### src/rtl/bf_program_filter.sv
// rtl/bf_program_filter.sv - program text filter: keeps command bytes, checks brackets, appends 0x00 terminator
module bf_program_filter (
  input  logic       clk,
  input  logic       rst,
  input  logic [7:0] src_data,
  input  logic       src_valid,
  input  logic       src_last,
  output logic       src_ack,
  output logic [7:0] dst_data,
  output logic       dst_valid,
  input  logic       dst_ack,
  input  logic       clear,
  output logic       done,
  output logic       error,
  output logic [7:0] depth
);

  typedef enum logic [1:0] {COLLECT, TERM, DRAIN, ERR} state_t;

  state_t      state, state_nxt;
  logic [7:0]  mem [0:3];
  logic [1:0]  wr_ptr, rd_ptr;
  logic [2:0]  fifo_count;
  logic [7:0]  length, length_nxt, depth_nxt;
  logic [7:0]  push_data;
  logic        push, pop, flush, done_nxt, is_cmd, xfer;

  assign src_ack   = (state == COLLECT) && !fifo_count[2];
  assign xfer      = src_valid && src_ack;
  assign dst_valid = (fifo_count != 3'd0);
  assign dst_data  = dst_valid ? mem[rd_ptr] : 8'h00;
  assign pop       = dst_valid && dst_ack;
  assign error     = (state == ERR);

  always_comb begin
    is_cmd = 1'b0;
    case (src_data)
      8'h2B, 8'h2D, 8'h3C, 8'h3E, 8'h2E, 8'h2C, 8'h5B, 8'h5D: is_cmd = 1'b1;
      default: is_cmd = 1'b0;
    endcase
  end

  always_comb begin
    state_nxt  = state;
    push       = 1'b0;
    push_data  = src_data;
    depth_nxt  = depth;
    length_nxt = length;
    flush      = 1'b0;
    done_nxt   = 1'b0;
    case (state)
      COLLECT: begin
        if (xfer) begin
          if (is_cmd) begin
            // Rejected bytes are never pushed; the FIFO is flushed on entry to ERR anyway.
            if ((src_data == 8'h5D && depth == 8'd0) ||
                (src_data == 8'h5B && depth == 8'hFF) ||
                (length == 8'hFF)) begin
              state_nxt = ERR;
            end else begin
              push       = 1'b1;
              length_nxt = length + 8'd1;
              if (src_data == 8'h5B) depth_nxt = depth + 8'd1;
              else if (src_data == 8'h5D) depth_nxt = depth - 8'd1;
            end
          end
          if (src_last && state_nxt != ERR)
            state_nxt = (depth_nxt != 8'd0) ? ERR : TERM;
        end
      end
      TERM: begin
        if (!fifo_count[2]) begin
          push      = 1'b1;
          push_data = 8'h00;
          state_nxt = DRAIN;
        end
      end
      DRAIN: begin
        if (fifo_count == 3'd0) begin
          done_nxt   = 1'b1;
          state_nxt  = COLLECT;
          depth_nxt  = 8'd0;
          length_nxt = 8'd0;
        end
      end
      ERR: begin
        if (clear) begin
          state_nxt  = COLLECT;
          flush      = 1'b1;
          depth_nxt  = 8'd0;
          length_nxt = 8'd0;
        end
      end
    endcase
    if (state_nxt == ERR && state != ERR) flush = 1'b1;
  end

  always_ff @(posedge clk) begin
    if (rst) begin
      state      <= COLLECT;
      wr_ptr     <= 2'd0;
      rd_ptr     <= 2'd0;
      fifo_count <= 3'd0;
      depth      <= 8'd0;
      length     <= 8'd0;
      done       <= 1'b0;
    end else begin
      state  <= state_nxt;
      depth  <= depth_nxt;
      length <= length_nxt;
      done   <= done_nxt;
      if (flush) begin
        wr_ptr     <= 2'd0;
        rd_ptr     <= 2'd0;
        fifo_count <= 3'd0;
      end else begin
        if (push) wr_ptr <= wr_ptr + 2'd1;
        if (pop)  rd_ptr <= rd_ptr + 2'd1;
        case ({push, pop})
          2'b10:   fifo_count <= fifo_count + 3'd1;
          2'b01:   fifo_count <= fifo_count - 3'd1;
          default: fifo_count <= fifo_count;
        endcase
      end
    end
  end

  // Storage needs no reset: dst_data is masked while the FIFO is empty.
  always_ff @(posedge clk) begin
    if (push && !flush && !rst) mem[wr_ptr] <= push_data;
  end

endmodule

### config.mk
export PLATFORM = sky130hd
export DESIGN_NAME = bf_program_filter
export DESIGN_NICKNAME = d
export VERILOG_FILES = /design/src/rtl/bf_program_filter.sv
export SDC_FILE = /design/constraint.sdc
export NUM_CORES = 1
export LEC_CHECK = 0
export CAP_MARGIN = 25
export CORE_MARGIN = 2
export CORE_UTILIZATION = 45
export DETAILED_ROUTE_END_ITERATION = 7
export GPL_ROUTABILITY_DRIVEN = 0
export GPL_TIMING_DRIVEN = 0
export PLACE_DENSITY_LB_ADDON = 0.3
export SYNTH_ARGS = -nofsm -noshare
export SYNTH_HDL_FRONTEND = slang
export SYNTH_SLANG_ARGS = --single-unit
### constraint.sdc
create_clock -name clk -period 4 [get_ports clk]
set_input_delay 0.8 -clock clk [delete_from_list [all_inputs] [get_ports clk]]
set_output_delay 0.8 -clock clk [all_outputs]
set_load 0.01 [all_outputs]
### Word-level counts from Yosys, hierarchy flattened

Memory sizes are Yosys's and may differ from the RTL's. A register that Yosys moved wholly into a read port is not among the register bits.
Cells that the tools add are included.
Widths: inputs -> output; s select.

| storage, ports and cells | value |
|---|---|
| bits in registers | 26 |
| bits in latches | 0 |
| bits in writable memories | 32 |
| bits in read-only memories | 0 |
| input bits | 14 |
| output and inout bits | 20 |
| logic and storage cells | 108 |
| memories kept | 1 |

Memories:

| memory | words | width | read ports | clocked after Yosys merged registers in | write ports | RTL line | RTL |
|---|---|---|---|---|---|---|---|
| mem | 4 | 8 | 1 | 1 | 1 | 21 | `logic [7:0] mem [0:3];` |

| cells by class | value |
|---|---|
| add/sub/neg operators | 7 |
| multiply operators | 0 |
| div/mod/pow operators | 0 |
| magnitude comparators | 0 |
| eq/ne operators | 23 |
| shift operators | 0 |
| mux-type cells | 43 |
| bitwise operators | 1 |
| reduce and logical (&&, ||, !) cells | 26 |

Operators by type and width:

| operator | number |
|---|---|
| $mux 8 | 15 |
| $eq 8x6->1 const B | 6 |
| $pmux 8 s3 | 2 |
| $mux 2 | 12 |
| $add 8x1->8 const B | 2 |
| $eq 8x7->1 const B | 2 |
| $eq 8x8->1 const B | 2 |
| $ne 2x2->1 const B | 7 |
| $mux 1 | 11 |
| $logic_and 1x1->1 | 9 |
| $eq 2x2->1 const B | 4 |
| $logic_not 8->1 | 1 |
| $pmux 2 s4 | 1 |
| $reduce_bool 8->1 | 1 |
| $reduce_or 8->1 | 1 |
| $sub 8x1->8 const B | 1 |
| $pmux 3 s2 | 1 |
| $reduce_and 6->1 | 1 |
| $reduce_bool 3->1 | 2 |
| $add 2x1->2 const B | 2 |
| $eq 2x1->1 const B | 2 |
| $reduce_and 4->1 | 1 |
| $reduce_or 2->1 | 2 |
| $add 3x1->3 const B | 1 |
| 8 further kinds | 11 |

### Depth between registers and ports, before layout

| logic depth | value |
|---|---|
| depth in word-level cells | 21 |
| mapped depth | 16 |
| gate-level depth less buffers | 15 |

### Least setup slack after synthesis

OpenSTA, ideal clock, no wires.

| timing | value |
|---|---|
| path kind | input-to-reg |
| start | input src_data[7] |
| end | register fifo_count[2] |
| setup time | 133 ps |
| arrival time | 3198 ps |
| required time | 3867 ps |
| path slack | 670 ps |
| stages on the path | 14 |
| path buffers | 1 |
| cells stage by stage | nand4bb_1 or4_1 and3_1 buf_6 nand2_1 o21bai_1 inv_1 ha_1 inv_1 fa_1 xor2_1 nor2_1 xnor2_1 a211oi_1 |

| on the way | value |
|---|---|
| cells in the longest elaborated chain, start to end | 17 |
| elaborated cells on any way between the ends | 43 |
| classes of those cells | eq/ne (12); mux (21); reduce/logical (10) |

Ends and longest elaborated chain:

| item | RTL line | RTL |
|---|---|---|
| start, declared | 5 | `input logic [7:0] src_data,` |
| $eq 8x7->1, on equally long branches | n/a |  |
| $logic_and 1x1->1, on equally long branches | 56, 57 |  |
| $logic_or 1x1->1 | 56 | `if ((src_data == 8'h5D && depth == 8'd0) \|\|` |
| $logic_or 1x1->1 | 57 | `(src_data == 8'h5B && depth == 8'hFF) \|\|` |
| $mux 8 / $mux 2 (equally long branches) | 56 |  |
| $mux 8 / $mux 2 (equally long branches) | 54 | `if (is_cmd) begin` |
| $mux 8 / $mux 2 (equally long branches) | 53 | `if (xfer) begin` |
| $mux 8 / $mux 2 (equally long branches) | 51 | `case (state)` |
| $reduce_bool 8->1 / $ne 2x2->1 (equally long branches) | 68, 67 |  |
| $mux 2 / $logic_and 1x1->1 (equally long branches) | 68, 67 |  |
| $mux 2 | 67 | `if (src_last && state_nxt != ERR)` |
| $mux 2 | 53 |  |
| $pmux 2 s4 | 51 |  |
| $eq 2x2->1 | 95 | `if (state_nxt == ERR && state != ERR) flush = 1'b1;` |
| $logic_and 1x1->1 | 95 |  |
| $mux 1 | 95 |  |
| $reduce_or 2->1 (no line) | n/a |  |
| end signal, assigned | 120 | `2'b10: fifo_count <= fifo_count + 3'd1;` |
| end signal, assigned | 121 | `2'b01: fifo_count <= fifo_count - 3'd1;` |
| end signal, assigned | 122 | `default: fifo_count <= fifo_count;` |
| end, declared | 23 | `logic [2:0] fifo_count;` |

Several ways; a longest one is shown, not always the timed one. The select of a mux whose other input is x is not followed.
A chain may end at the register's enable or synchronous reset.

### Worst setup path in the final report

| timing | value |
|---|---|
| start | input src_data[1] |
| end | register fifo_count[2] |

The elaborated chain is that of the path after synthesis.

==> flow_metrics.tcl <==
set metrics [dict create \
    yosysTopAreaCellShare 0.297 \
    internal-power_mw 1.13 \
    yosys.area_share.simple 0.201 \
    cp.depth 15 \
    synth_top_family_by_area "simple AND/OR/NAND/NOR gates" \
    postRouteAntennaNets 0 \
    synth_ff_type "edfxtp_1" \
    drc 0 \
    die_h_um 88.7 \
    ctsLongestPathBuffers 2 \
    synth_edf_count 32 \
    finalSetupViolations 0 \
    cts.sinks 60 \
    grt_busiest_layer "met2" \
    synth.area.mux_share 0.0686 \
    crit_slowest_cell "clkdlybuf4s50_1" \
    ir_drop_mv 0.200 \
    met1_usage 0.236 \
    grt_start_max_net_pins 11 \
    ys_top_cells_by_count "32 x edfxtp_1, 28 x dfxtp_1, 23 x nor2_1" \
    root_buffer "clkbuf_8" \
    worstSetupEndpointType "register" \
    coreArea_um2 6870 \
    rsz0062_at_grt "no" \
    worst-setup-path-type "input pin to register" \
    p_sw_frac 0.287 \
    synth-seq-cells 60 \
    worstSkewPairLatency_ns 0.33 \
    layout-drive-gt1-share 0.149 \
    antenna_found_initial 0 \
    seqPwrFrac 0.435 \
    postLayoutCoreUtil 0.570 \
    pre_cts_ws_ns -0.387 \
    yosysMostFrequentCell "edfxtp_1" \
    diodes 0 \
    die_area_um2 7870 \
    critical-path-max-stage-delay_ns 0.58 \
    hold_depth 2 \
    power.density_nw_per_um2 403 \
    ys_async_sr_fraction 0 \
    worstPathMaxFanout 7 \
    cts_buffers 9 \
    synth_area_per_cell_um2 10.8 \
    cts_tree "built" \
    synth-compound-area-share 0.132 \
    worstPathArrival_ns 3.97 \
    status "finished clean" \
    setup_slack_ns 0.277 \
    grt_util_all_layers 0.180 \
    nets 366 \
    fin_skew_ns 0.00855 \
    slew_headroom 0.403 \
    setup_tns_ns 0 \
    reg2regPathDepth 15 \
    hold_slack_ns 0.515 \
    htreeDepth 3 \
    p_comb_frac 0.252 \
    clockPowerShare 0.314 \
    yosys-top-cells-area "edfxtp_1 30%, dfxtp_1 17%, mux4_2 5.6%, a21oi_1 3.3%, ha_1 3.1%" \
    hold_path.class "register to register" \
    syn_nets 322 \
    wl_per_cell_um 14.8 \
    startpoint_type "input pin" \
    ys_seq_area_frac 0.471 \
    viasPerCell 5.47 \
    start_util 0.470 \
    post-route-min-period_ns 3.72 \
    row_count 30 \
    yosys.area.top_type "edfxtp_1" \
    vias 2428 \
    cp_top_family "simple AND/OR/NAND/NOR gates" \
    fin_crit_sh 0.931 \
    crit_required_ns 4.25 \
    synth_warnings 0 \
    gr-usage-met2 0.295 \
    power.switching_mw 0.453 \
    p_leak_nw 1.33 \
    worst_pin_slew_ns 0.893 \
    portBuffers 32 \
    synthXorXnorAreaFrac 0.0507 \
    io_pins 34 \
    hold_buffers 0 \
    grt_pass1_wl_um 10900 \
    dp_hpwl_um 4770 \
    wirelength_um 6560 \
    critPathBufInv 4 \
    clk_pin_slew_ns 0.07 \
    yosys.area_share.adder 0.0372 \
    area_growth_pct 21.1 \
    synth_area_um2 3230 \
    hold_violations 0 \
    die_w_um 88.7 \
    grt_pass1_vias 2359 \
    crit_chain "clkdlybuf4s50_1 -> nand4b_1 -> or4_1 -> and3_1 -> buf_6 -> nand2_1 -> o21bai_2 -> inv_2 -> ha_1 -> inv_1 -> fa_1 -> xor2_1 -> nor2_1 -> xnor2_1 -> a211oi_1" \
    grt-ovfl-total 0 \
    first_iter_violations 104 \
    max_cap_violations 0 \
    slew_violations 0 \
    firstDrtPassIters 4 \
    yosysUniqueCellTypes 56 \
    grt.met3_usage 0.0317 \
    postSynthCellCount 299 \
    timing.fmax_ghz 0.269 \
]
==> power by group through the flow <==
stage / Combinational, mW / Clock (mW) / Sequential [mW]
2_1_floorplan: 0.251 / 0 / 0.697
3_3_place_gp: 0.393 / 0 / 0.699
3_5_place_dp: 0.399 / 0 / 0.700
4_1_cts: 0.402 / 0.504 / 0.686
5_1_grt: 0.441 / 0.531 / 0.688
6_report: 0.398 / 0.495 / 0.686
==> per-stage QoR <==
stage / instance area [um^2] / instances / total power, mW
6_report: 3910 / 444 / 1.58
5_1_grt: 3910 / 444 / 1.66
4_1_cts: 3860 / 443 / 1.59
3_5_place_dp: 3670 / 427 / 1.10
3_3_place_gp: 3670 / 427 / 1.09
2_1_floorplan: 3230 / 299 / 0.948
==> area by class of cell <==
cell class              instances  area [um^2]
multi-input cells             210         1630
inverters                      13         48.8
flip-flops and latches         60         1520
fillers                       588         2960
repair buffers                 33          338
clock buffers                  12          155
well taps                      96          120
plain buffers                  16         80.1
clock inverters                 4         23.8
==> what timing repair did <==
action | 4_1_cts | 5_1_grt
setup buffers | 0 | 1
setup endpoints to repair | 24 | 10
gates resized for setup | 3 | 9
==> kinds of logic (layout without fill, tap and decap cells) <==
| family | count (synthesis) | in the layout |
|---|---|---|
| compound gates | 59 | 59 |
| xor+xnor | 17 | 17 |
| fa+ha+maj | 9 | 9 |
| buf+inv | 29 | 78 |
| flops | 60 | 60 |
| mux | 12 | 12 |
| simple gates | 113 | 113 |
==> worst reg2reg max path: cells and delay by family, from the launching register on <==
family,cells,cell delay (ns)
adder cells (fa/ha/maj),3,0.81
XOR/XNOR,2,0.23
buffers and inverters,3,0.32
AO/OA/AOI/OAI,2,0.28
AND/OR/NAND/NOR,5,1.06
flip-flops,1,0.49
==> layout by cell type, fill, tap and decap left out, drive strengths merged, types with 8 or more instances in the layout <==
cell and count:
edfxtp 32, dfxtp 28, clkdlybuf4s50 28, nor2 23, clkbuf 23, a21oi 21, nand2 19, o21ai 13
inv 13, and2 11, nand3 10, a211oi 10, xnor2 9, nor2b 8, mux4 8, ha 8
xor2 8
==> registers in the layout, summed over array words and instances, names as in the netlist, named ones only <==
signal	count
wr_ptr	2
done	1
depth	8
rd_ptr	2
fifo_count	3
mem	32
length	8
state	2
==> routing by layer <==
layer	up-vias	part of all wire
met5	-	0
met4	0	0.015
met3	9	0.036
met2	61	0.49
met1	1160	0.46
li1	1198	-
==> final timing paths <==
kind | start | end | slack, ns
max | src_data[1] | fifo_count[2]$_SDFFE_PP0P_ | 0.28
min | length[1]$_SDFFE_PP0P_ | length[1]$_SDFFE_PP0P_ | 0.51
max reg2reg | depth[0]$_SDFFE_PP0P_ | fifo_count[2]$_SDFFE_PP0P_ | 0.73
min reg2reg | length[1]$_SDFFE_PP0P_ | length[1]$_SDFFE_PP0P_ | 0.51
Power figures use the tool's default switching activity.
